--- config.mk ---
export PLATFORM = sky130hd
export DESIGN_NAME = fifo_read_stream
export DESIGN_NICKNAME = d
export VERILOG_FILES = /design/src/rtl/fifo_read_stream.sv
export SDC_FILE = /design/constraint.sdc
export NUM_CORES = 1
export LEC_CHECK = 0
export CAP_MARGIN = 15
export CELL_PAD_IN_SITES_DETAIL_PLACEMENT = 0
export CELL_PAD_IN_SITES_GLOBAL_PLACEMENT = 2
export CORE_MARGIN = 1
export CORE_UTILIZATION = 29
export CTS_CLUSTER_DIAMETER = 150
export DETAILED_ROUTE_END_ITERATION = 6
export PLACE_DENSITY_LB_ADDON = 0.1
export SKIP_CTS_REPAIR_TIMING = 1
export SYNTH_ARGS = -nofsm -noshare
export SYNTH_HDL_FRONTEND = slang
export SYNTH_SLANG_ARGS = --single-unit
--- constraint.sdc ---
create_clock -name Rclk -period 1.6 [get_ports Rclk]
set_input_delay 0.32 -clock Rclk [delete_from_list [all_inputs] [get_ports Rclk]]
set_output_delay 0.32 -clock Rclk [all_outputs]
set_load 0.02 [all_outputs]
--- src/rtl/fifo_read_stream.sv ---
// fifo_read_stream: drains an asynchronous FIFO read port into a valid/ready
// stream through a 2-entry in-order skid buffer. The FIFO read data is
// registered one cycle after each accepted pop and is always captured.
module fifo_read_stream #(
    parameter int unsigned DataSize   = 3,
    parameter int unsigned CountWidth = 16
) (
    input  logic                  Rclk,
    input  logic                  Rresetn,
    input  logic                  Enable,
    input  logic                  FifoEmpty,
    input  logic [DataSize-1:0]   FifoData,
    output logic                  Pop,
    output logic                  OutValid,
    input  logic                  OutReady,
    output logic [DataSize-1:0]   OutData,
    output logic [CountWidth-1:0] WordCount,
    output logic                  ErrOverflow
);

    localparam int unsigned OccWidth = 3;
    localparam int unsigned Depth    = 2;

    // Buffer occupancy doubles as the state encoding (value == held words)
    typedef enum logic [1:0] {
        EMPTY = 2'd0,
        ONE   = 2'd1,
        FULL2 = 2'd2
    } buf_state_e;

    buf_state_e              r_state;
    buf_state_e              w_state_nxt;
    logic                    r_in_flight;
    logic                    r_head;
    logic                    r_tail;
    logic [DataSize-1:0]     r_mem [Depth];
    logic [CountWidth-1:0]   r_word_count;
    logic                    r_err_overflow;

    logic                    w_deq;
    logic                    w_cap;
    logic                    w_ovf;
    logic                    w_pop;
    logic [OccWidth-1:0]     w_occ;
    logic [OccWidth-1:0]     w_limit;

    // Handshake, capture and pop qualification
    always_comb begin
        w_deq   = (r_state != EMPTY) & OutReady;
        w_cap   = r_in_flight & ((r_state != FULL2) | w_deq);
        w_ovf   = r_in_flight & (r_state == FULL2) & ~w_deq;
        w_occ   = OccWidth'(r_state) + OccWidth'(r_in_flight);
        // Count + InFlight - Deq < 2, rewritten to avoid underflow
        w_limit = OccWidth'(2) + OccWidth'(w_deq);
        w_pop   = Rresetn & Enable & ~FifoEmpty & (w_occ < w_limit);
    end

    // Buffer occupancy next state: capture adds, dequeue removes, both cancel
    always_comb begin
        w_state_nxt = r_state;
        case ({w_cap, w_deq})
            2'b10: begin
                case (r_state)
                    EMPTY:   w_state_nxt = ONE;
                    ONE:     w_state_nxt = FULL2;
                    default: w_state_nxt = r_state;
                endcase
            end
            2'b01: begin
                case (r_state)
                    ONE:     w_state_nxt = EMPTY;
                    FULL2:   w_state_nxt = ONE;
                    default: w_state_nxt = r_state;
                endcase
            end
            default: w_state_nxt = r_state;
        endcase
    end

    // Occupancy state register
    always_ff @(posedge Rclk or negedge Rresetn) begin
        if (!Rresetn) begin
            r_state <= EMPTY;
        end else begin
            r_state <= w_state_nxt;
        end
    end

    // A pop accepted this cycle means FIFO data arrives next cycle
    always_ff @(posedge Rclk or negedge Rresetn) begin
        if (!Rresetn) begin
            r_in_flight <= 1'b0;
        end else begin
            r_in_flight <= w_pop;
        end
    end

    // 1-bit wrap-around head/tail pointers
    always_ff @(posedge Rclk or negedge Rresetn) begin
        if (!Rresetn) begin
            r_head <= 1'b0;
            r_tail <= 1'b0;
        end else begin
            r_head <= r_head ^ w_deq;
            r_tail <= r_tail ^ w_cap;
        end
    end

    // Storage: write arriving FIFO data at the tail
    always_ff @(posedge Rclk or negedge Rresetn) begin
        if (!Rresetn) begin
            r_mem[0] <= '0;
            r_mem[1] <= '0;
        end else if (w_cap) begin
            r_mem[r_tail] <= FifoData;
        end
    end

    // Delivered-word counter, wraps naturally
    always_ff @(posedge Rclk or negedge Rresetn) begin
        if (!Rresetn) begin
            r_word_count <= '0;
        end else if (w_deq) begin
            r_word_count <= r_word_count + CountWidth'(1);
        end
    end

    // Sticky overflow flag; the dropped word is simply not written
    always_ff @(posedge Rclk or negedge Rresetn) begin
        if (!Rresetn) begin
            r_err_overflow <= 1'b0;
        end else if (w_ovf) begin
            r_err_overflow <= 1'b1;
        end
    end

    assign Pop         = w_pop;
    assign OutValid    = (r_state != EMPTY);
    assign OutData     = r_mem[r_head];
    assign WordCount   = r_word_count;
    assign ErrOverflow = r_err_overflow;

endmodule

==> results of run 1 <==
-- worst max-delay path: stages, from the launching register on --
cell	delay, ps
dfrtp_1	420
ha_2	210
ha_4	210
o21ai_2	40
nor4b_4	210
buf_4	180
-- power by group --
part,switching [µW],internal [µW]
clock,225,220
combinational,704,895
sequential,229,927
-- stage by stage --
step	setup TNS (ps)	total power [µW]	hold WS, ps
3_5_place_dp	-4980	2390	446
3_3_place_gp	-5040	2350	449
2_1_floorplan	0	1830	24.4
5_1_grt	-2650	3400	497
6_report	-1600	3200	474
4_1_cts	-5170	2840	474
-- how the worst max path moves through the flow --
stage,from,end,slack [ps],depth (start not counted)
6_report,r_state[0]$_DFFE_PN0P_,Pop,-270,5
5_1_grt,r_state[0]$_DFFE_PN0P_,Pop,-370,5
4_1_cts,r_in_flight$_DFF_PN0_,Pop,-810,5
3_5_place_dp,OutReady,Pop,-610,5
3_3_place_gp,OutReady,Pop,-600,5
2_1_floorplan,r_state[0]$_DFFE_PN0P_,Pop,1,4
-- per-layer routing --
metal	track usage (%)	vias to the layer above
met3	2.02	4
met4	4.67	0
met5	0	-
met1	15.5	486
met2	19.9	22
li1	-	479
-- synth_stat cells --
cell type	instances
nor3b_1	1
xor2_1	4
and4_1	1
nor4b_1	1
buf_6	1
or2_2	1
nor4_4	2
nor3_1	3
o32ai_1	1
a21o_1	1
o21ai_0	3
inv_1	6
nor2_4	1
nand4_4	1
nand4_1	3
nand3_1	5
nand4_2	1
a21oi_1	2
xnor2_1	12
nor2_1	3
dfrtp_1	28
o21ai_2	1
mux2_2	9
nand2b_1	1
nand2_1	10
ha_1	7
-- cells by family after synthesis --
kind of cell	count (synthesis)	synth area share, %
compound gates	8	3.72
flops	28	52.0
xor+xnor	16	10.4
simple gates	34	17.3
mux	9	7.53
fa+ha+maj	7	6.51
buf+inv	7	2.51
-- placed cells by master, fill, tap and decap left out, types with 3 or more instances in the layout --
cell type	instances
inv_1	5
nand2_1	10
clkdlybuf4s50_1	6
dfrtp_1	26
mux2_2	8
clkbuf_8	4
dlymetal6s2s_1	19
xnor2_1	12
buf_4	13
xor2_1	4
ha_4	4
nand4_1	3
nand3_1	4
buf_6	9
-- registers in the layout, indices dropped and copies added, names as in the netlist --
register     count
r_mem            6
r_state          2
WordCount       16
ErrOverflow      1
r_head           1
r_tail           1
r_in_flight      1
-- final cells by class --
class                   instances  area [µm²]  area share, %
repair buffers                 49         522           24.7
flip-flops and latches         28         703           33.3
inverters                       6        25.0           1.18
multi-input cells              74         743           35.2
well taps                      52        65.1           3.08
clock buffers                   4        55.1           2.61
==> metrics, run 1 <==
WL met1 approximately 1400 µm; reg2reg path depth 8; layout filler cell count slightly below 400; Root Buffer clkbuf_8; Area after DPL roughly 1800 µm²; final worst path period share 117%; count of nets after finishing between 150 and 200; Critical Path AT roughly 1600 ps; Startpoint Class flip-flop; VDD IR max ~0.61 mV; Distinct cells, synth 26; worst reg2reg path startpoint r_state[0]$_DFFE_PN0P_; final hold vios 0; syn nets 124; Syn-to-layout area delta 57.0%; layout cells sized above 1 between 30 and 40%; CP max FO 2; RSZ-0062 raised after global routing yes; Power Density around 1500 nW/µm²; worst rel slew slack around three quarters; Final Non-Filler Cells roughly 210; Synth Instances around 110; Inserted Diodes 0; drt wl/cell between 10 and 15 µm; CTS Buf Count 3; Initial Util a little under a third; Finished Core Util between 40% and 50%; Core Area 4410 µm²; syn_area_per_cell ~12 µm²; synthesized area between 1000 and 1500 µm²; CTS clk-pin slew, worst paths ~100 ps; WL met2 about 1500 µm; Setup CP Type flip-flop to primary output; standard-cell rows 24; Yosys reg bits 28; leakage around 0.0012 µW; failing checks setup timing; DP Worst Slack -611 ps; gr usage total about an eighth; clock latency on the worst-skew pair between 200 and 300 ps; placed cells 200; FF-to-FF setup slack -140 ps; metal3 WL approximately 100 µm; CTS tree done; worst min-delay path startpoint ErrOverflow$_DFFE_PN0P_; Residual DRC 0; setup slack after layout -270 ps; synthesis warning total 0; largest net degree at the start of global routing 29; I/O Pins 30; final instance area between 2000 and 2500 µm²; vias in the first global route 980; final antenna-violating net count 0; sequential share of the synthesized area 52.0%; worst hold path depth 1; Crit. End Element primary output; die area just under 5000 µm²; Bufs on Longest Clock Path 2; uppermost layer routed met4; TritonRoute pass-1 iters 4; clk_skew approximately 3.7 ps; detailed placement HPWL between 2000 and 2500 µm; Slew @ Worst Pin about 390 ps; Max Slew Vio Count 0; DRT iter0 DRCs 34; antenna violations before repair 0; total gr overflow 0; Die X around 70 µm; vias between 900 and 1000; I/O Buffers 29; GP Congestion approximately 0.67; vias per inst 4.65; TritonCTS Sinks 28; H-tree Lvls 1; clock period minus worst slack ~1900 ps; outcome finished, violations left; fmax 535 MHz; Crit path required time 1280 ps; max-capacitance violation count 0; routed wire length about 3000 µm; largest cells by area after synthesis dfrtp_1, xnor2_1, mux2_2; setup violators final 14; first-pass GRT wire length roughly 4500 µm; Worst R2R End r_state[0]$_DFFE_PN0P_; die height around 70 µm; top cell type's share of synthesized area about 52%; HP Class flip-flop to flip-flop; leading area contributor after synthesis dfrtp_1; Hold EP ErrOverflow$_DFFE_PN0P_
Power figures use the tool's default switching activity.
==> inputs of run 2 (changes only) <==
--- a/config.mk
+++ b/config.mk
@@ -5,11 +5,12 @@
 export SDC_FILE = /design/constraint.sdc
 export NUM_CORES = 1
 export LEC_CHECK = 0
+export ABC_AREA = 1
 export CAP_MARGIN = 15
 export CELL_PAD_IN_SITES_DETAIL_PLACEMENT = 0
 export CELL_PAD_IN_SITES_GLOBAL_PLACEMENT = 2
 export CORE_MARGIN = 1
-export CORE_UTILIZATION = 29
+export CORE_UTILIZATION = 27
 export CTS_CLUSTER_DIAMETER = 150
 export DETAILED_ROUTE_END_ITERATION = 6
 export PLACE_DENSITY_LB_ADDON = 0.1
==> run 2 against run 1 <==
Against the previous run: the run still ends with setup timing left; die area grew 19%; routed wire length grew 17%; flip-flop and latch count is the same; core utilization shrank 5.9 points; cell count grew 39%; first-iteration DRC count grew to 2.9 times the previous value; highest routed layer unchanged.
==> metrics, run 2 <==
Core Area 5200 µm² (+18%); leakage 0.00129 µW (+9.8%); H-tree Lvls 1 (unchanged); layout cells sized above 1 22.5% (-15 points); CTS Buf Count 3 (unchanged); syn nets 193 (+56%); largest net degree at the start of global routing 29 (unchanged); synthesized area 1500 µm² (+11%); most common cell after layout, fill and taps aside nand2_1; setup TNS -371 ps (+1230 ps); Distinct cells, synth 22 (-15%); Bufs on Longest Clock Path 2 (unchanged); TritonRoute pass-1 iters 4 (unchanged); clk_skew 1.23 ps (-2.44 ps); Finished Core Util 41.9% (-5.9 points); Inserted Diodes 0 (unchanged); antenna violations before repair 0 (unchanged); Post-synth top cells nand2_1, dfrtp_1, inv_1; die area 5840 µm² (+19%); vias per inst 4.32 (-7.1%); crit-path cells ha_2 > ha_1 > nor2_1 > nand3_1 > a21oi_2 > buf_4; drt wl/cell 12.0 µm (-16%); worst reg2reg path startpoint r_state[0]$_DFFE_PN0P_; clock latency on the worst-skew pair 270 ps (about the same); synthesis warning total 0 (unchanged); number of flops mapped to enable cells by yosys 0 (unchanged); leading area contributor after synthesis dfrtp_1; Crit path required time 1280 ps (about the same); Min Hold Slack 481 ps (+7.02 ps); TritonCTS Sinks 28 (unchanged); I/O Pins 30 (unchanged); CP delay by family, top flip-flops; final hold vios 0 (unchanged); HP Class flip-flop to flip-flop; setup slack after layout -231 ps (+38.9 ps); start point of the critical path r_state[0]$_DFFE_PN0P_; Power Density 1400 nW/µm² (-7.7%); Syn-to-layout area delta 46.0%; CTS clk-pin slew, worst paths 100 ps (about the same); max reg flops 16 (unchanged); detailed placement HPWL 2700 µm (+31%); count of nets after finishing 243 (+37%); Post-synth ARST share 100% (unchanged); sequential share of the synthesized area 46.9% (-5.2 points); most frequent cells in the layout nand2_1, dfrtp_1, inv_1; gr usage total 12.9% (+0.89 points); Max Slew Vio Count 0 (unchanged); worst rel slew slack 74.8% (+0.52 points); syn_area_per_cell 8.40 µm² (-32%); final worst path period share 114% (-2.4 points); vias 1284 (+30%); top-count cell post-synth nand2_1; VDD IR max 0.573 mV (-5.3%); DRT iter0 DRCs 100 (+190%); CTS tree done; fmax 546 MHz (+2.1%); Slew @ Worst Pin 377 ps (-7.84 ps); Die X 76.4 µm (+9.0%); Root Buffer clkbuf_8; Synth Flop Type dfrtp_1; critical path's largest stage delay 410 ps (about the same); standard-cell rows 26 (+8.3%); total gr overflow 0 (unchanged); routed wire length 3570 µm (+17%); crit path buf inv count 1 (unchanged); Setup CP Type flip-flop to primary output; Residual DRC 0 (unchanged); RSZ-0062 raised after global routing yes; Startpoint Class flip-flop; CP max-delay cell dfrtp_1; worst min-delay path startpoint ErrOverflow$_DFFE_PN0P_; die height 76.4 µm (+9.0%); outcome finished, violations left; final antenna-violating net count 0 (unchanged); Initial Util 28.7% (-1.8 points); GP Congestion 0.776 (+16%); max-capacitance violation count 0 (unchanged); Pwr Total 3050 µW (-4.7%); layout filler cell count 547 (+41%); first-pass GRT wire length 5930 µm (+31%); I/O Buffers 29 (unchanged); vias in the first global route 1274 (+30%); Crit. End Element primary output; failing checks setup timing; top cell type's share of synthesized area 46.9% (-5.2 points); clock period minus worst slack 1830 ps (-38.9 ps); CP max FO 2 (unchanged); setup violators final 3 (-11); Synth Instances 178 (+63%); Yosys reg bits 28 (unchanged); Critical Path AT 1510 ps (-40 ps); largest cells by area after synthesis dfrtp_1, nand2_1, ha_1
-- run 2: cell types whose count changed in the layout (fill, tap and decap cells not counted), sizes merged, moves of 2 or more --
cell | previous run | this run
o21ai | 4 | 10
mux2 | 9 | 3
nand3b | 0 | 2
nor2 | 4 | 22
nor4 | 2 | 0
buf | 23 | 17
xnor2 | 12 | 3
inv | 6 | 24
nand4 | 5 | 2
nand3 | 5 | 12
a21oi | 2 | 4
nand2 | 10 | 52
-- run 2: power breakdown --
part           leakage (µW)  switching, µW  internal, µW
clock             0.0000357            228           335
sequential         0.000357            191           927
combinational      0.000902            721           650
-- run 2: metrics by stage --
stage | cells | cell area, µm² | setup WS (ps)
final | 297 | 2180 | -231
after CTS | 295 | 2070 | -735
after detailed placement | 291 | 1990 | -587
after global routing | 297 | 2180 | -310
after floorplan | 178 | 1500 | 16.2
after global placement | 291 | 1990 | -573
-- run 2: layout make-up --
class	count	area [µm²]	area share [%]
sequential	28	702	32.1
inverter	24	90.1	4.13
clock buffer	3	41.3	1.89
timing repair buffer	45	465	21.3
clock inverter	1	30.0	1.38
multi-input combinational	126	767	35.1
tap	70	87.6	4.01
-- run 2: cells by family after synthesis --
group / count (synthesis) / synth area share (%)
compound gates: 15 / 5.44
buf+inv: 24 / 6.03
fa+ha+maj: 7 / 5.86
flops: 28 / 46.9
simple gates: 94 / 29.5
mux: 3 / 2.26
xor+xnor: 7 / 4.10
-- run 2: routing by layer --
layer	up-vias	routed length [µm]	global-route usage (%)
met5	-	0	0
met4	0	40	4.62
met3	4	88	1.80
met2	24	1670	20.8
met1	594	1770	17.4
li1	662	-	-
-- run 2: path summary, 6_finish.rpt --
path	endpoint	depth (start not counted)	slack (ps)
max	Pop	6	-230
min reg2reg	ErrOverflow$_DFFE_PN0P_	1	480
min	ErrOverflow$_DFFE_PN0P_	1	480
min in group asynchronous	WordCount[0]$_DFFE_PN0P_	2	560
max reg2reg	r_state[1]$_DFFE_PN0P_	11	-100
max in group asynchronous	r_state[1]$_DFFE_PN0P_	2	740
==> inputs of run 3 (changes only) <==
--- a/config.mk
+++ b/config.mk
@@ -9,6 +9,7 @@
 export CAP_MARGIN = 15
 export CELL_PAD_IN_SITES_DETAIL_PLACEMENT = 0
 export CELL_PAD_IN_SITES_GLOBAL_PLACEMENT = 2
+export CORE_ASPECT_RATIO = 0.9
 export CORE_MARGIN = 1
 export CORE_UTILIZATION = 27
 export CTS_CLUSTER_DIAMETER = 150
==> run 3 against run 2 <==
Against the previous run: the run still ends with setup timing left; flip-flop and latch count unchanged; global-route usage increased by 0.51 points; clock-buffer cell count stayed put; first-iteration DRC count shrank 27%; hold slack improved by 7.6 ps; cell count decreased by 1.7%; sequential share of layout area up 0.26 points; sequential power about the same; power shrank 0.13%; cell area is 0.97% lower; highest routed layer unchanged.
==> metrics, run 3 (same netlist as run 2, synthesis figures left out) <==
total gr overflow 0 (unchanged); die height 72.6 µm (-5.0%); critical path's largest stage delay 420 ps (about the same); standard-cell rows 25 (-3.8%); Critical Path AT 1530 ps (+20 ps); layout cells sized above 1 20.9% (-1.6 points); Max Slew Vio Count 0 (unchanged); CTS tree done; Root Buffer clkbuf_8; setup violators final 3 (unchanged); Power Density 1410 nW/µm² (+0.85%); HP Class flip-flop to flip-flop; crit path buf inv count 1 (unchanged); most frequent cells in the layout nand2_1, dfrtp_1, inv_1; setup TNS -328 ps (+43.4 ps); setup slack after layout -248 ps (-17.7 ps); failing checks setup timing; GP Congestion 0.745 (-3.9%); worst rel slew slack 75.6% (+0.78 points); Startpoint Class flip-flop; final instance area 2160 µm² (-0.97%); Slew @ Worst Pin 366 ps (-11.7 ps); final hold vios 0 (unchanged); first-pass GRT wire length 6020 µm (+1.5%); max-capacitance violation count 0 (unchanged); routed wire length 3560 µm (-0.39%); max reg flops 16 (unchanged); Crit path required time 1280 ps (about the same); TritonCTS Sinks 28 (unchanged); clock latency on the worst-skew pair 280 ps (about the same); Finished Core Util 40.9% (-1.0 points); antenna violations before repair 0 (unchanged); fmax 541 MHz (-0.96%); DRT iter0 DRCs 73 (-27%); Syn-to-layout area delta 44.6%; CP max-delay cell dfrtp_1; VDD IR max 0.679 mV (+19%); TritonRoute pass-1 iters 4 (unchanged); final worst path period share 116% (+1.1 points); detailed placement HPWL 2740 µm (+1.3%); Crit. End Element primary output; I/O Pins 30 (unchanged); CTS clk-pin slew, worst paths 100 ps (about the same); Initial Util 28.3% (-0.44 points); RSZ-0062 raised after global routing yes; drt wl/cell 12.2 µm (+1.3%); gr usage total 13.4% (+0.51 points); clock period minus worst slack 1850 ps (+17.7 ps); crit-path cells ha_1 > or2_1 > a21oi_2 > buf_4; Final Non-Filler Cells 292 (-1.7%); final antenna-violating net count 0 (unchanged); H-tree Lvls 1 (unchanged); clk_skew 5.53 ps (+4.30 ps); vias per inst 4.46 (+3.2%); placed cells 287 (-1.4%); Residual DRC 0 (unchanged); Area after DPL 1980 µm² (-0.56%); Setup CP Type flip-flop to primary output; largest net degree at the start of global routing 29 (unchanged); CP max FO 3 (+1); Core Area 5290 µm² (+1.6%); Pwr Total 3050 µW (-0.13%); outcome finished, violations left; most common cell after layout, fill and taps aside nand2_1; I/O Buffers 29 (unchanged); vias in the first global route 1301 (+2.1%); vias 1303 (+1.5%); CTS Buf Count 3 (unchanged); count of nets after finishing 241 (-0.82%); leakage 0.00129 µW (-0.43%); Bufs on Longest Clock Path 2 (unchanged); Inserted Diodes 0 (unchanged); die area 5840 µm² (about the same); CP delay by family, top flip-flops; Die X 80.4 µm (+5.3%)
==> run 3: stage by stage <==
step	setup slack, ps	hold slack (ps)
global placement	-579	475
CTS	-736	505
detailed placement	-596	470
global route	-354	515
floorplan	16.2	24.4
finish	-248	489
==> run 3: worst paths after layout <==
path	startpoint	endpoint	slack [ps]	cells past startpoint
min in group asynchronous	Rresetn	r_mem[5]$_DFFE_PN0P_	560	2
hold / removal	ErrOverflow$_DFFE_PN0P_	ErrOverflow$_DFFE_PN0P_	490	1
setup reg to reg	r_state[0]$_DFFE_PN0P_	r_state[1]$_DFFE_PN0P_	-60	10
setup / recovery	r_state[0]$_DFFE_PN0P_	Pop	-250	4
hold reg to reg	ErrOverflow$_DFFE_PN0P_	ErrOverflow$_DFFE_PN0P_	490	1
max in group asynchronous	Rresetn	WordCount[14]$_DFFE_PN0P_	770	2
==> run 3: layout make-up <==
cell class                      instances  area [µm²]
Inverter                               24        92.6
Clock inverter                          1        30.0
Fill cell                             538        3120
Timing Repair Buffer                   43         449
Multi-Input combinational cell        126         764
Tap cell                               67        83.8
Sequential cell                        28         701
Clock buffer                            3        41.3
==> run 3: report_power, final <==
group	internal [µW]	switching, µW
Clock	335	228
Sequential	924	189
Combinational	651	719
Total	1910	1140
==> run 3: layer usage <==
layer  global-route usage [%]  vias up  share of wire, %
li1                         -      653                 -
met1                     19.0      627                51
met2                     20.6       21                44
met3                     3.13        2               3.9
met4                     2.98        0              0.42
met5                        0        -                 0
